<file path="config.mk">
export PLATFORM = sky130hd
export DESIGN_NAME = wb_unit
export DESIGN_NICKNAME = d
export VERILOG_FILES = /design/src/rtl/wb_unit_pkg.sv /design/src/rtl/wb_fifo.sv /design/src/rtl/wb_unit.sv
export SDC_FILE = /design/constraint.sdc
export NUM_CORES = 1
export LEC_CHECK = 0
export BUFFER_PORTS_ARGS = -buffer_cell sky130_fd_sc_hd__buf_4
export CAP_MARGIN = 20
export CORE_MARGIN = 2
export CORE_UTILIZATION = 49
export DETAILED_ROUTE_END_ITERATION = 8
export GPL_ROUTABILITY_DRIVEN = 0
export PLACE_DENSITY = 0.76
export SLEW_MARGIN = 0
export SYNTH_ARGS = -nofsm -noshare
export SYNTH_HDL_FRONTEND = slang
export SYNTH_SLANG_ARGS = --single-unit
</file>
<file path="constraint.sdc">
create_clock -name iClk -period 1.7 [get_ports iClk]
set_input_delay 0.255 -clock iClk [delete_from_list [all_inputs] [get_ports iClk]]
set_output_delay 0.255 -clock iClk [all_outputs]
set_load 0.005 [all_outputs]
</file>
<file path="src/rtl/wb_unit_pkg.sv">
// wb_unit_pkg: shared types and constants for the writeback unit.
// The widths come from the codebase-wide defines; the guarded defaults
// below only apply when this slice is compiled without the shared
// define header.
// Contents: DATA_W / RF_REG_NUM / RF_ADDR_W localparams, the write-source
// enum and a register-hazard compare helper.

`ifndef DATA_W
`define DATA_W 32
`endif
`ifndef RF_REG_NUM
`define RF_REG_NUM 32
`endif
`ifndef RF_ADDR_W
`define RF_ADDR_W 5
`endif

package wb_unit_pkg;

  localparam int DATA_W     = `DATA_W;
  localparam int RF_REG_NUM = `RF_REG_NUM;
  localparam int RF_ADDR_W  = `RF_ADDR_W;

  // Which source drives the register file write port this cycle.
  typedef enum logic [1:0] {
    SRC_NONE = 2'd0,
    SRC_ALU  = 2'd1,
    SRC_LOAD = 2'd2
  } wbSrc_e;

  // True when a decode source register is a real (non-zero) register that
  // matches a candidate in-flight destination. Register 0 never hazards.
  function automatic logic regHit(input logic [RF_ADDR_W-1:0] chkReg,
                                  input logic [RF_ADDR_W-1:0] candReg);
    return (chkReg != {RF_ADDR_W{1'b0}}) && (chkReg == candReg);
  endfunction

endpackage

</file>
<file path="src/rtl/wb_fifo.sv">
// wb_fifo: load-result buffer for the writeback unit.
// Circular FIFO of {valid, reg, data} entries with wrapping pointers and an
// occupancy counter. An entry's valid bit is cleared when it is popped or
// when a younger ALU write to the same register kills it, so oEntValid only
// ever marks writes that are still going to happen.
// Ports:
//   iClk, iReset_n         clock, async active-low reset
//   iPush/iPushReg/Data    store a new entry (ignored when full)
//   iPop                   retire the head entry (ignored when empty)
//   iKill/iKillReg         clear valid on every entry targeting iKillReg
//   oFull, oEmpty, oCount  occupancy
//   oHeadValid/Reg/Data    head entry contents
//   oEntValid, oEntReg     per-entry valid/reg for hazard compare

module wb_fifo
  import wb_unit_pkg::*;
#(
  parameter int DEPTH = 2,
  parameter int AW    = RF_ADDR_W
) (
  input  logic                          iClk,
  input  logic                          iReset_n,
  input  logic                          iPush,
  input  logic [AW-1:0]                 iPushReg,
  input  logic [DATA_W-1:0]             iPushData,
  input  logic                          iPop,
  input  logic                          iKill,
  input  logic [AW-1:0]                 iKillReg,
  output logic                          oFull,
  output logic                          oEmpty,
  output logic [$clog2(DEPTH):0]        oCount,
  output logic                          oHeadValid,
  output logic [AW-1:0]                 oHeadReg,
  output logic [DATA_W-1:0]             oHeadData,
  output logic [DEPTH-1:0]              oEntValid,
  output logic [DEPTH-1:0][AW-1:0]      oEntReg
);

  localparam int PW = $clog2(DEPTH);
  localparam int CW = PW + 1;
  localparam logic [PW-1:0] PTR_ONE  = PW'(1'b1);
  localparam logic [CW-1:0] CNT_ONE  = CW'(1'b1);
  localparam logic [CW-1:0] FULL_CNT = CW'(DEPTH);

  logic [PW-1:0]           wrPtr_r;
  logic [PW-1:0]           rdPtr_r;
  logic [CW-1:0]           count_r;
  logic [DEPTH-1:0]        entValid_r;
  logic [DEPTH-1:0][AW-1:0] entReg_r;
  logic [DATA_W-1:0]       entData_r [DEPTH];

  logic doPush_s;
  logic doPop_s;

  // Guard against overflow/underflow even if the caller misbehaves.
  assign doPush_s = iPush && !oFull;
  assign doPop_s  = iPop && !oEmpty;

  assign oFull      = (count_r == FULL_CNT);
  assign oEmpty     = (count_r == {CW{1'b0}});
  assign oCount     = count_r;
  assign oHeadValid = entValid_r[rdPtr_r];
  assign oHeadReg   = entReg_r[rdPtr_r];
  assign oHeadData  = entData_r[rdPtr_r];
  assign oEntValid  = entValid_r;
  assign oEntReg    = entReg_r;

  // Pointer and occupancy bookkeeping; pointers wrap naturally (DEPTH is 2^PW).
  always_ff @(posedge iClk or negedge iReset_n) begin
    if (!iReset_n) begin
      wrPtr_r <= {PW{1'b0}};
      rdPtr_r <= {PW{1'b0}};
      count_r <= {CW{1'b0}};
    end else begin
      if (doPush_s) begin
        wrPtr_r <= wrPtr_r + PTR_ONE;
      end
      if (doPop_s) begin
        rdPtr_r <= rdPtr_r + PTR_ONE;
      end
      case ({doPush_s, doPop_s})
        2'b10:   count_r <= count_r + CNT_ONE;
        2'b01:   count_r <= count_r - CNT_ONE;
        default: count_r <= count_r;
      endcase
    end
  end

  // Entry storage: a fresh push always lands valid (it is younger than any
  // same-cycle ALU write); otherwise kill and pop both retire the entry.
  // Push and pop never target the same slot, since that needs count==0
  // (no pop) or count==DEPTH (no push).
  always_ff @(posedge iClk or negedge iReset_n) begin
    if (!iReset_n) begin
      for (int i = 0; i < DEPTH; i++) begin
        entValid_r[i] <= 1'b0;
        entReg_r[i]   <= {AW{1'b0}};
        entData_r[i]  <= {DATA_W{1'b0}};
      end
    end else begin
      for (int i = 0; i < DEPTH; i++) begin
        if (doPush_s && (wrPtr_r == PW'(i))) begin
          entValid_r[i] <= 1'b1;
          entReg_r[i]   <= iPushReg;
          entData_r[i]  <= iPushData;
        end else if (iKill && entValid_r[i] && (entReg_r[i] == iKillReg)) begin
          entValid_r[i] <= 1'b0;
        end else if (doPop_s && (rdPtr_r == PW'(i))) begin
          entValid_r[i] <= 1'b0;
        end
      end
    end
  end

endmodule

</file>
<file path="src/rtl/wb_unit.sv">
// wb_unit: writeback unit driving the single register-file write port.
// Merges single-cycle ALU results (no backpressure, highest priority) with
// buffered variable-latency load results into one registered write stream.
// Writes to register 0 are dropped, an ALU write kills older buffered loads
// to the same register, and decode is stalled while a source register still
// has a write in flight.
// Ports:
//   iClk, iReset_n              clock, async active-low reset
//   iAluValid/iAluReg/iAluData  ALU result
//   iLdValid/oLdReady           load handshake; iLdReg/iLdData payload
//   iChkReg1, iChkReg2          decode source registers
//   oStall                      read-after-write hazard (combinational)
//   oRegWr/oWrReg/oWrData       registered register-file write port
//   oPending                    buffered load count

module wb_unit
  import wb_unit_pkg::*;
#(
  parameter int DEPTH = 2,
  parameter int AW    = RF_ADDR_W
) (
  input  logic                   iClk,
  input  logic                   iReset_n,
  input  logic                   iAluValid,
  input  logic [AW-1:0]          iAluReg,
  input  logic [DATA_W-1:0]      iAluData,
  input  logic                   iLdValid,
  output logic                   oLdReady,
  input  logic [AW-1:0]          iLdReg,
  input  logic [DATA_W-1:0]      iLdData,
  input  logic [AW-1:0]          iChkReg1,
  input  logic [AW-1:0]          iChkReg2,
  output logic                   oStall,
  output logic                   oRegWr,
  output logic [AW-1:0]          oWrReg,
  output logic [DATA_W-1:0]      oWrData,
  output logic [$clog2(DEPTH):0] oPending
);

  logic                     aluWr_s;
  logic                     ldPush_s;
  logic                     ldPop_s;
  logic                     fifoFull_s;
  logic                     fifoEmpty_s;
  logic                     headValid_s;
  logic [AW-1:0]            headReg_s;
  logic [DATA_W-1:0]        headData_s;
  logic [DEPTH-1:0]         entValid_s;
  logic [DEPTH-1:0][AW-1:0] entReg_s;
  wbSrc_e                   srcSel_s;
  logic                     hit1_s;
  logic                     hit2_s;

  // A register-0 ALU result is no write at all, so it neither wins the port
  // nor kills anything.
  assign aluWr_s  = iAluValid && (iAluReg != {AW{1'b0}});
  // Ready looks only at the registered count: a same-cycle pop does not
  // make room.
  assign oLdReady = !fifoFull_s;
  // Register-0 loads complete the handshake but are never stored.
  assign ldPush_s = iLdValid && oLdReady && (iLdReg != {AW{1'b0}});
  // The head is retired whenever the ALU leaves the port free, even if the
  // entry was killed; that costs one idle write cycle.
  assign ldPop_s  = !aluWr_s && !fifoEmpty_s;

  wb_fifo #(
    .DEPTH (DEPTH),
    .AW    (AW)
  ) uFifo (
    .iClk       (iClk),
    .iReset_n   (iReset_n),
    .iPush      (ldPush_s),
    .iPushReg   (iLdReg),
    .iPushData  (iLdData),
    .iPop       (ldPop_s),
    .iKill      (aluWr_s),
    .iKillReg   (iAluReg),
    .oFull      (fifoFull_s),
    .oEmpty     (fifoEmpty_s),
    .oCount     (oPending),
    .oHeadValid (headValid_s),
    .oHeadReg   (headReg_s),
    .oHeadData  (headData_s),
    .oEntValid  (entValid_s),
    .oEntReg    (entReg_s)
  );

  // Pick the write source for this cycle: ALU first, then a live head entry.
  always_comb begin
    srcSel_s = SRC_NONE;
    if (aluWr_s) begin
      srcSel_s = SRC_ALU;
    end else if (ldPop_s && headValid_s) begin
      srcSel_s = SRC_LOAD;
    end else begin
      srcSel_s = SRC_NONE;
    end
  end

  // Register-file write port register; address/data hold when idle.
  always_ff @(posedge iClk or negedge iReset_n) begin
    if (!iReset_n) begin
      oRegWr  <= 1'b0;
      oWrReg  <= {AW{1'b0}};
      oWrData <= {DATA_W{1'b0}};
    end else begin
      case (srcSel_s)
        SRC_ALU: begin
          oRegWr  <= 1'b1;
          oWrReg  <= iAluReg;
          oWrData <= iAluData;
        end
        SRC_LOAD: begin
          oRegWr  <= 1'b1;
          oWrReg  <= headReg_s;
          oWrData <= headData_s;
        end
        default: begin
          oRegWr  <= 1'b0;
        end
      endcase
    end
  end

  // Hazard detect: a source register is blocked by any live buffered entry
  // or by the write currently being presented to the register file.
  always_comb begin
    hit1_s = oRegWr & regHit(iChkReg1, oWrReg);
    hit2_s = oRegWr & regHit(iChkReg2, oWrReg);
    for (int i = 0; i < DEPTH; i++) begin
      hit1_s = hit1_s | (entValid_s[i] & regHit(iChkReg1, entReg_s[i]));
      hit2_s = hit2_s | (entValid_s[i] & regHit(iChkReg2, entReg_s[i]));
    end
    oStall = hit1_s | hit2_s;
  end

endmodule

</file>
## Word-level counts from Yosys, hierarchy flattened

Index checks and enable logic that the tools add are counted.

| word-level totals | value |
|---|---|
| input port bits | 88 |
| word-level logic and storage cells | 98 |
| flip-flop bits (word level) | 118 |
| output and inout port bits | 42 |

| cells by class | value |
|---|---|
| bitwise logic cells | 14 |
| mux-type cells | 19 |
| order comparisons | 2 |
| reductions and logical operators | 34 |
| add/subtract/negate cells | 4 |
| eq/ne operators | 13 |

Operators with widths:

| kind | number |
|---|---|
| $mux 32 | 3 |
| $pmux 32 s2 | 1 |
| $eq 5x5->1 | 8 |
| $logic_and 1x1->1 | 21 |
| $reduce_bool 5->1 | 4 |
| $mux 5 | 2 |
| $pmux 5 s2 | 1 |
| $mux 1 | 9 |
| $and 1x1->1 | 6 |
| $eq 2x2->1 const B | 3 |
| $reduce_bool 3->1 | 2 |
| $or 1x1->1 | 5 |
| $eq 2x1->1 const B | 2 |
| $mux 2 | 2 |
| $pmux 2 s2 | 1 |
| $reduce_bool 2->1 | 2 |
| $logic_not 1->1 | 3 |
| $add 1x1->1 const B | 2 |
| $add 2x1->2 const B | 1 |
| $ge 2x2->1 const B | 1 |
| $logic_not 2->1 | 1 |
| $lt 1x2->1 const B | 1 |
| $not 1->1 | 2 |
| $not 1->2 | 1 |
| other kinds (2) | 2 |

## Logic depth before layout (Yosys ltp)

Gate-level depths: netlist of the first run.

| logic depth | value |
|---|---|
| depth after elaboration | 10 |
| gate-level depth with buffers | 7 |
| depth with buffers taken out | 7 |

## Cells and area by module

From an unflattened synthesis of the first run, not the netlist that was laid out.

| second synthesis, totals | value |
|---|---|
| cell total of the unflattened synthesis | 458 |
| area, all modules | 6053.3 um^2 |

By module, submodules not included:

| module | sequential area each (um^2) | cells each | instances | area each (um^2) |
|---|---|---|---|---|
| wb_fifo | 2001.9 | 237 | 1 | 3721.1 |
| wb_unit | 950.9 | 221 | 1 | 2332.2 |

## Worst setup path after synthesis of the first run

Ideal clock, no wire load.

| timing path | value |
|---|---|
| path type | in2reg |
| start point | input port iLdReg[1] |
| end point | register uFifo.entData_r[32] (netlist name) |
| stages on the path | 6 |
| arrival time | 1.743 ns |
| buffers on the path | 2 |
| required time | 1.575 ns |
| path slack | -0.168 ns |
| setup time | 0.125 ns |
| path through | or4_1 -> o211ai_2 -> or2_2 -> buf_4 -> buf_6 -> mux2_2 |

| between the ends | value |
|---|---|
| word-level cells in the longest chain between the ends | 4 |

Ends and longest elaborated chain:

| item | RTL line | RTL |
|---|---|---|
| start: declaration | wb_unit.sv:29 | `input logic [AW-1:0] iLdReg,` |
| $reduce_bool 5->1 | wb_unit.sv:61 | `assign ldPush_s = iLdValid && oLdReady && (iLdReg != {AW{1'b0}});` |
| $logic_and 1x1->1 | wb_unit.sv:61 |  |
| $logic_and 1x1->1 | wb_fifo.sv:56 | `assign doPush_s = iPush && !oFull;` |
| $logic_and 1x1->1 | wb_fifo.sv:102 | `if (doPush_s && (wrPtr_r == PW'(i))) begin` |
| end signal: indexed assignment | wb_fifo.sv:98 | `entData_r[i] <= {DATA_W{1'b0}};` |
| end signal: indexed assignment | wb_fifo.sv:105 | `entData_r[i] <= iPushData;` |
| end: declaration | wb_fifo.sv:50 | `logic [DATA_W-1:0] entData_r [DEPTH];` |

No other way between the ends.
A chain may end at the register's enable or synchronous reset.

## Worst setup path after layout of the first run

| timing path | value |
|---|---|
| start point | register uFifo.entReg_r (netlist bit uFifo.oEntReg[6]) |
| end point | output port oStall |

| between the ends | value |
|---|---|
| word-level cells in the longest chain between the ends | 5 |
| elaborated cells between the ends (all ways) | 9 |
| classes of those cells | eq/ne (2); bitwise (5); reduce/logical (2) |

Ends and longest elaborated chain:

| item | RTL line | RTL |
|---|---|---|
| start: declaration | wb_fifo.sv:49 | `logic [DEPTH-1:0][AW-1:0] entReg_r;` |
| start signal: indexed assignment | wb_fifo.sv:97 | `entReg_r[i] <= {AW{1'b0}};` |
| start signal: indexed assignment | wb_fifo.sv:104 | `entReg_r[i] <= iPushReg;` |
| $eq 5x5->1 | wb_unit_pkg.sv:35 | `return (chkReg != {RF_ADDR_W{1'b0}}) && (chkReg == candReg);` |
| $logic_and 1x1->1 | wb_unit_pkg.sv:35 |  |
| $and 1x1->1 (on tied branches) | wb_unit.sv:131, wb_unit.sv:132 |  |
| $or 1x1->1 (on tied branches) | wb_unit.sv:131, wb_unit.sv:132 |  |
| $or 1x1->1 * | wb_unit.sv:134 | `oStall = hit1_s \| hit2_s;` |
| end: declaration | wb_unit.sv:33 | `output logic oStall,` |

Mark *: on every way between the ends. The rest lies on a longest branch, timed or not.

==> results of run 1 <==
-- registers in the layout, summed over array words and instances (netlist names) --
name	count
uFifo.entData_r	64
oRegWr	1
uFifo.wrPtr_r	1
oWrData	32
uFifo.rdPtr_r	1
uFifo.oEntValid	2
uFifo.oCount	2
uFifo.oEntReg	10
oWrReg	5
-- metal layers --
layer	up-vias	GRT usage, %	share of wire [%]
li1	1847	-	-
met1	1956	27.60	43
met2	112	36.79	50
met3	22	6.965	5.4
met4	0	7.561	2.0
met5	-	0	0
-- power groups by stage --
stage          sequential, mW  combinational (mW)  clock, mW
2_1_floorplan            5.11                3.82          0
3_3_place_gp             5.22                5.69          0
3_5_place_dp             5.31                5.89          0
4_1_cts                  5.27                6.15       4.07
5_1_grt                  5.47                6.58       4.23
6_report                 5.29                6.12       4.01
-- worst max-delay path: cells and delay by family (launching register included) --
kind	cells	cell delay, ns
flip-flops	1	0.44
AO/OA/AOI/OAI	2	0.40
XOR/XNOR	1	0.14
buffers and inverters	1	0.14
AND/OR/NAND/NOR	1	0.10
-- cell families after synthesis --
logic type	after synthesis	share of synthesized area (%)
compound gates	18	2.452
xor+xnor	44	6.684
fa+ha+maj	1	0.2170
buf+inv	24	3.255
flops	118	51.22
mux	184	33.55
simple gates	28	2.626
-- worst max-delay path by stage --
stage / endpoint / cells after the start
5_1_grt: oStall / 5
2_1_floorplan: uFifo.entData_r[32] / 6
4_1_cts: oStall / 5
3_3_place_gp: uFifo.entData_r[45] / 6
6_report: oStall / 5
3_5_place_dp: uFifo.entData_r[52] / 6
-- synth_stat cells (3+ instances only) --
library cell  instances
nor2_1                5
mux2i_1             110
nand4_1               6
xnor2_1              34
clkbuf_1              6
nand2_1               6
mux2_2               74
dfrtp_1             118
nor3_1                3
xor2_1               10
buf_12                3
buf_4                 8
buf_2                 3
o21ai_0               5
-- per-stage QoR --
step	utilization, %	hold WS, ns	instance area [um2]	total power [mW]	cells
after floorplan	-	-0.04059	5819	8.936	417
after global placement	62.66	0.2298	7186	10.91	699
final	69.60	0.08425	7981	15.42	741
after detailed placement	62.66	0.2352	7186	11.19	699
after CTS	69.38	0.07384	7956	15.49	740
after global routing	69.60	0.06947	7981	16.28	741
-- cell type report --
type	count	area share (%)
Clock buffer	21	6.020
Clock inverter	11	2.430
Inverter	2	0.09406
Multi-Input combinational cell	275	34.19
Sequential cell	118	37.14
Tap cell	143	2.242
Timing Repair Buffer	171	17.89
-- timing repair --
action                                  4_1_cts  5_1_grt
endpoints found under the setup margin        1        7
hold endpoints to repair                     28        0
pin swaps                                    14        2
hold buffers                                  1        0
buffers inserted                              8        1
resized for setup                             9        4
==> results.yml, run 1 <==
outcome:
  status: "finished, violations left"
  violations: "negative setup slack"
synthesis:
  syn_inst: 417
  synth_top_area_share_pct: 51.22
  synth_area_um2: 5766
  synth-async-reset-ratio_pct: 100.0
  synth_area_leader_cell: "dfrtp_1"
  ys_types: 34
  ys.warnings.count: 0
  synth-main-ff-cell: "dfrtp_1"
  synth-seq-cells: 118
  syn_avg_cell_area_um2: 13.83
  synth-seq-area-share_pct: 51.22
  synth_edf_count: 0
  netlist_top_cells_area: "dfrtp_1 51%, mux2i_1 19%, mux2_2 14%"
  syn-num-nets: 506
worst_setup_path:
  crit_type: "flip-flop to output port"
  r2r-start: "uFifo.oCount[1]"
  regToRegEndpoint: "uFifo.entData_r[38]"
  path_cells: "xnor2_1, nand4_1, o32ai_2, a221o_1, buf_4"
  worstRegToRegCells: 5
  crit_slowest_cell: "dfrtp_2"
  cp_max_fo: 4
  reg2reg_slack_ns: 0.13
  endpoint_kind: "output port"
  arrival_ns: 1.63
  worstPathRequired_ns: 1.44
  crit_path_start_kind: "flip-flop"
  crit_path_start: "uFifo.oEntReg[6]"
  cpPeakStageDelay_ns: 0.44
grt:
  gr-total-overflow: 0
  track_usage_pct: 22.15
  antenna_found_initial: 0
  grt_pass1_wl_mm: 21.89
  grt_max_degree: 41
  grt_pass1_vias: 4329
timing:
  setup_slack_ns: -0.1808
  setup_viol: 1
  hold_violations: 0
  slew_headroom_pct: 69.31
  worst_pin_slew_ns: 0.4603
  finalClockSkew_ns: 0.007677
  period_needed_ns: 1.881
  fmax_mhz: 531.7
  maxSlewViolCount: 0
  min_period_over_period_pct: 110.6
  rsz0062_at_grt: "true"
  setup_tns_ns: -0.1808
pwr:
  pwr-share-clk_pct: 26.0
  p_leak_nw: 3.719
  p_seq_share_pct: 34.3
  p_int_mw: 10.70
  irDropWorstVdd_mv: 1.023
  switching_share_pct: 30.60
  combPwrFrac_pct: 39.7
  p_sw_mw: 4.717
  p_per_area_nw_per_um2: 1932
route:
  avgViaCountPerCell: 5.313
  vias: 3937
  drtAntennaViolNets: 0
  initialDrtViolationCount: 135
  wirelength_mm: 13.38
  route.detailed.wl_per_inst_um: 18.06
  dr.pass1.iters: 4
  drcViolationCount: 0
min_path:
  whs_endpoint: "uFifo.entData_r[21]"
  whs_path_depth: 2
  hold_path.startpoint: "iLdData[21]"
  hold_class: "input port to flip-flop"
cells_and_area:
  layout.area.seq_um2: 2964
  antenna_cells: 0
  final_layout_size_suffix_gt1_share_pct: 49.83
  fillers: 800
  area_growth_pct: 38.43
  final_common_cell: "buf_4"
  fin_nets: 674
  multi_input_area_um2: 2729
  final_cell_mix: "158 x buf_4, 110 x mux2i_1, 109 x dfrtp_1"
die:
  die_y_um: 112.5
  die_x_um: 112.5
  initial_core_util_pct: 50.28
  dieArea_um2: 12650
  row_count: 39
  ioPinCount: 130
  core_um2: 11470
clock_network:
  clk_latency_ns: 0.41
  cts.sinks: 118
  clock-root-buffer: "clkbuf_16"
  h-tree-depth: 4
  numCtsBuffers: 17
  path_clk_slew_ns: 0.06
  cts_tree: "done"
  clockBufferDepth: 2
place:
  dp_slack_ns: -0.2839
  hpwl_mm: 9.521
  portBuffers: 129
job:
  maxCapViolCount: 0
(Power assumes the default switching activity.)
==> inputs of run 2 (changes only) <==
--- a/config.mk
+++ b/config.mk
@@ -7,11 +7,14 @@
 export LEC_CHECK = 0
 export BUFFER_PORTS_ARGS = -buffer_cell sky130_fd_sc_hd__buf_4
 export CAP_MARGIN = 20
+export CELL_PAD_IN_SITES_DETAIL_PLACEMENT = 0
+export CELL_PAD_IN_SITES_GLOBAL_PLACEMENT = 1
 export CORE_MARGIN = 2
-export CORE_UTILIZATION = 49
+export CORE_UTILIZATION = 40
+export CTS_CLUSTER_SIZE = 40
 export DETAILED_ROUTE_END_ITERATION = 8
 export GPL_ROUTABILITY_DRIVEN = 0
-export PLACE_DENSITY = 0.76
+export PLACE_DENSITY_LB_ADDON = 0.1
 export SLEW_MARGIN = 0
 export SYNTH_ARGS = -nofsm -noshare
 export SYNTH_HDL_FRONTEND = slang
==> results.yml, run 2 (synthesized netlist as in run 1, its figures left out) <==
outcome:
  status: "finished, violations left"
  violations: "negative setup slack"
grt:
  antenna_found_initial: 0
  gr-total-overflow: 0
  grt_pass1_wl_mm: 22.42
  grt_pass1_vias: 4299
  grt_max_degree: 41
  track_usage_pct: 19.45
clock_network:
  cts_tree: "done"
  clockBufferDepth: 2
  h-tree-depth: 4
  numCtsBuffers: 17
  cts.sinks: 118
  clk_latency_ns: 0.41
  clock-root-buffer: "clkbuf_16"
  path_clk_slew_ns: 0.05
cells_and_area:
  final_layout_size_suffix_gt1_share_pct: 50.00
  fin_nets: 678
  largest_register_ffs: 64
  final_cell_mix: "160 x buf_4, 112 x dfrtp_1, 110 x mux2i_1"
  antenna_cells: 0
  area_growth_pct: 39.91
  layoutNonFillerInstCount: 782
  final_common_cell: "buf_4"
  top_register: "uFifo.entData_r"
route:
  avgViaCountPerCell: 5.075
  route.detailed.wl_per_inst_um: 17.53
  initialDrtViolationCount: 183
  dr.pass1.iters: 4
  wirelength_mm: 13.71
  vias: 3969
  drcViolationCount: 0
  drtAntennaViolNets: 0
timing:
  min_period_over_period_pct: 113.9
  period_needed_ns: 1.936
  worst_pin_slew_ns: 0.4031
  slew_headroom_pct: 73.13
  hold_violations: 0
  setup_viol: 1
  maxSlewViolCount: 0
  fmax_mhz: 516.7
  finalClockSkew_ns: 0.009368
  timing.hold.ws_ns: 0.08540
  rsz0062_at_grt: "true"
  setup_slack_ns: -0.2355
worst_setup_path:
  endpoint_kind: "output port"
  arrival_ns: 1.68
  crit_path_start_kind: "flip-flop"
  cp_max_fo: 5
  crit_type: "flip-flop to output port"
  worstPathRequired_ns: 1.44
place:
  dp.cells: 740
  portBuffers: 129
  hpwl_mm: 9.600
min_path:
  hold_class: "input port to flip-flop"
die:
  initial_core_util_pct: 41.22
  die_y_um: 124.1
  core_um2: 13990
  die_x_um: 124.1
  ioPinCount: 130
  dieArea_um2: 15390
  row_count: 43
pwr:
  p_per_area_nw_per_um2: 1890
  irDropWorstVdd_mv: 0.9591
  p_leak_nw: 3.770
job:
  maxCapViolCount: 0
[run 2: changes by cell type in the layout (fill, tap and decap cells not counted), moves of 2 or more]
| cell | before | now |
|---|---|---|
| dfrtp_1 | 109 | 112 |
| clkinvlp_4 | 4 | 0 |
| clkbuf_8 | 4 | 7 |
| dfrtp_2 | 9 | 6 |
| buf_4 | 158 | 160 |
| xnor2_1 | 33 | 29 |
| bufinv_16 | 5 | 3 |
| clkinv_2 | 1 | 3 |
| buf_12 | 11 | 13 |
| xnor2_2 | 1 | 5 |
[run 2: critical path, stage by stage (launching register included)]
cell     delay (ns)
dfrtp_1        0.50
xor2_1         0.23
o32ai_2        0.12
a221o_1        0.30
buf_4          0.14
[run 2: routing by layer]
metal	vias to the layer above	GRT usage, %	routed length [um]
li1	1864	-	-
met1	1986	23.76	5750
met2	99	32.89	6977
met3	20	5.037	744
met4	0	7.584	238
met5	-	0	0
[run 2: path summary, 6_finish.rpt]
check                                    startpoint             endpoint  cells after the start  slack [ns]
worst max-delay path               uFifo.oEntReg[1]               oStall                      4       -0.24
worst min-delay path                     iLdData[8]  uFifo.entData_r[40]                      2        0.09
worst max register to register      uFifo.oCount[1]  uFifo.entData_r[36]                      5        0.11
worst min register to register  uFifo.entData_r[16]  uFifo.entData_r[16]                      1        0.50
max in group asynchronous                  iReset_n   uFifo.entData_r[4]                      3        0.75
min in group asynchronous                  iReset_n          oWrData[11]                      2        0.32
[run 2: report_power, final]
part	switching (mW)	internal (mW)
sequential	0.967	4.29
clock	1.22	2.57
combinational	2.47	3.73
total	4.66	10.6
[run 2: repair_timing]
item                       4_1_cts  5_1_grt
buffers inserted                 8        1
hold buffers                     1        0
hold endpoints to repair        24        0
cloned                           0        0
pin swaps                       11        5
gates resized for setup          5        8
setup endpoints to repair        1        1
[run 2: per-stage QoR]
stage	instance area (um2)	power [mW]	setup TNS, ns	setup slack [ns]	util (%)
2_1_floorplan	5819	8.936	-4.614	-0.1251	-
3_3_place_gp	7287	11.11	-25.63	-0.2634	52.09
3_5_place_dp	7287	11.28	-27.95	-0.2974	52.09
4_1_cts	8021	15.37	-0.2329	-0.2329	57.34
5_1_grt	8066	16.25	-0.3178	-0.3178	57.67
6_report	8066	15.25	-0.2355	-0.2355	57.67
[run 2: cell type report]
type | count | area (um2)
clock inverter | 7 | 113.9
timing repair buffer | 175 | 1483
fill | 1213 | 5922
multi-input combinational | 275 | 2751
sequential | 118 | 2960
tap | 180 | 225.2
clock buffer | 25 | 525.5
inverter | 2 | 7.507
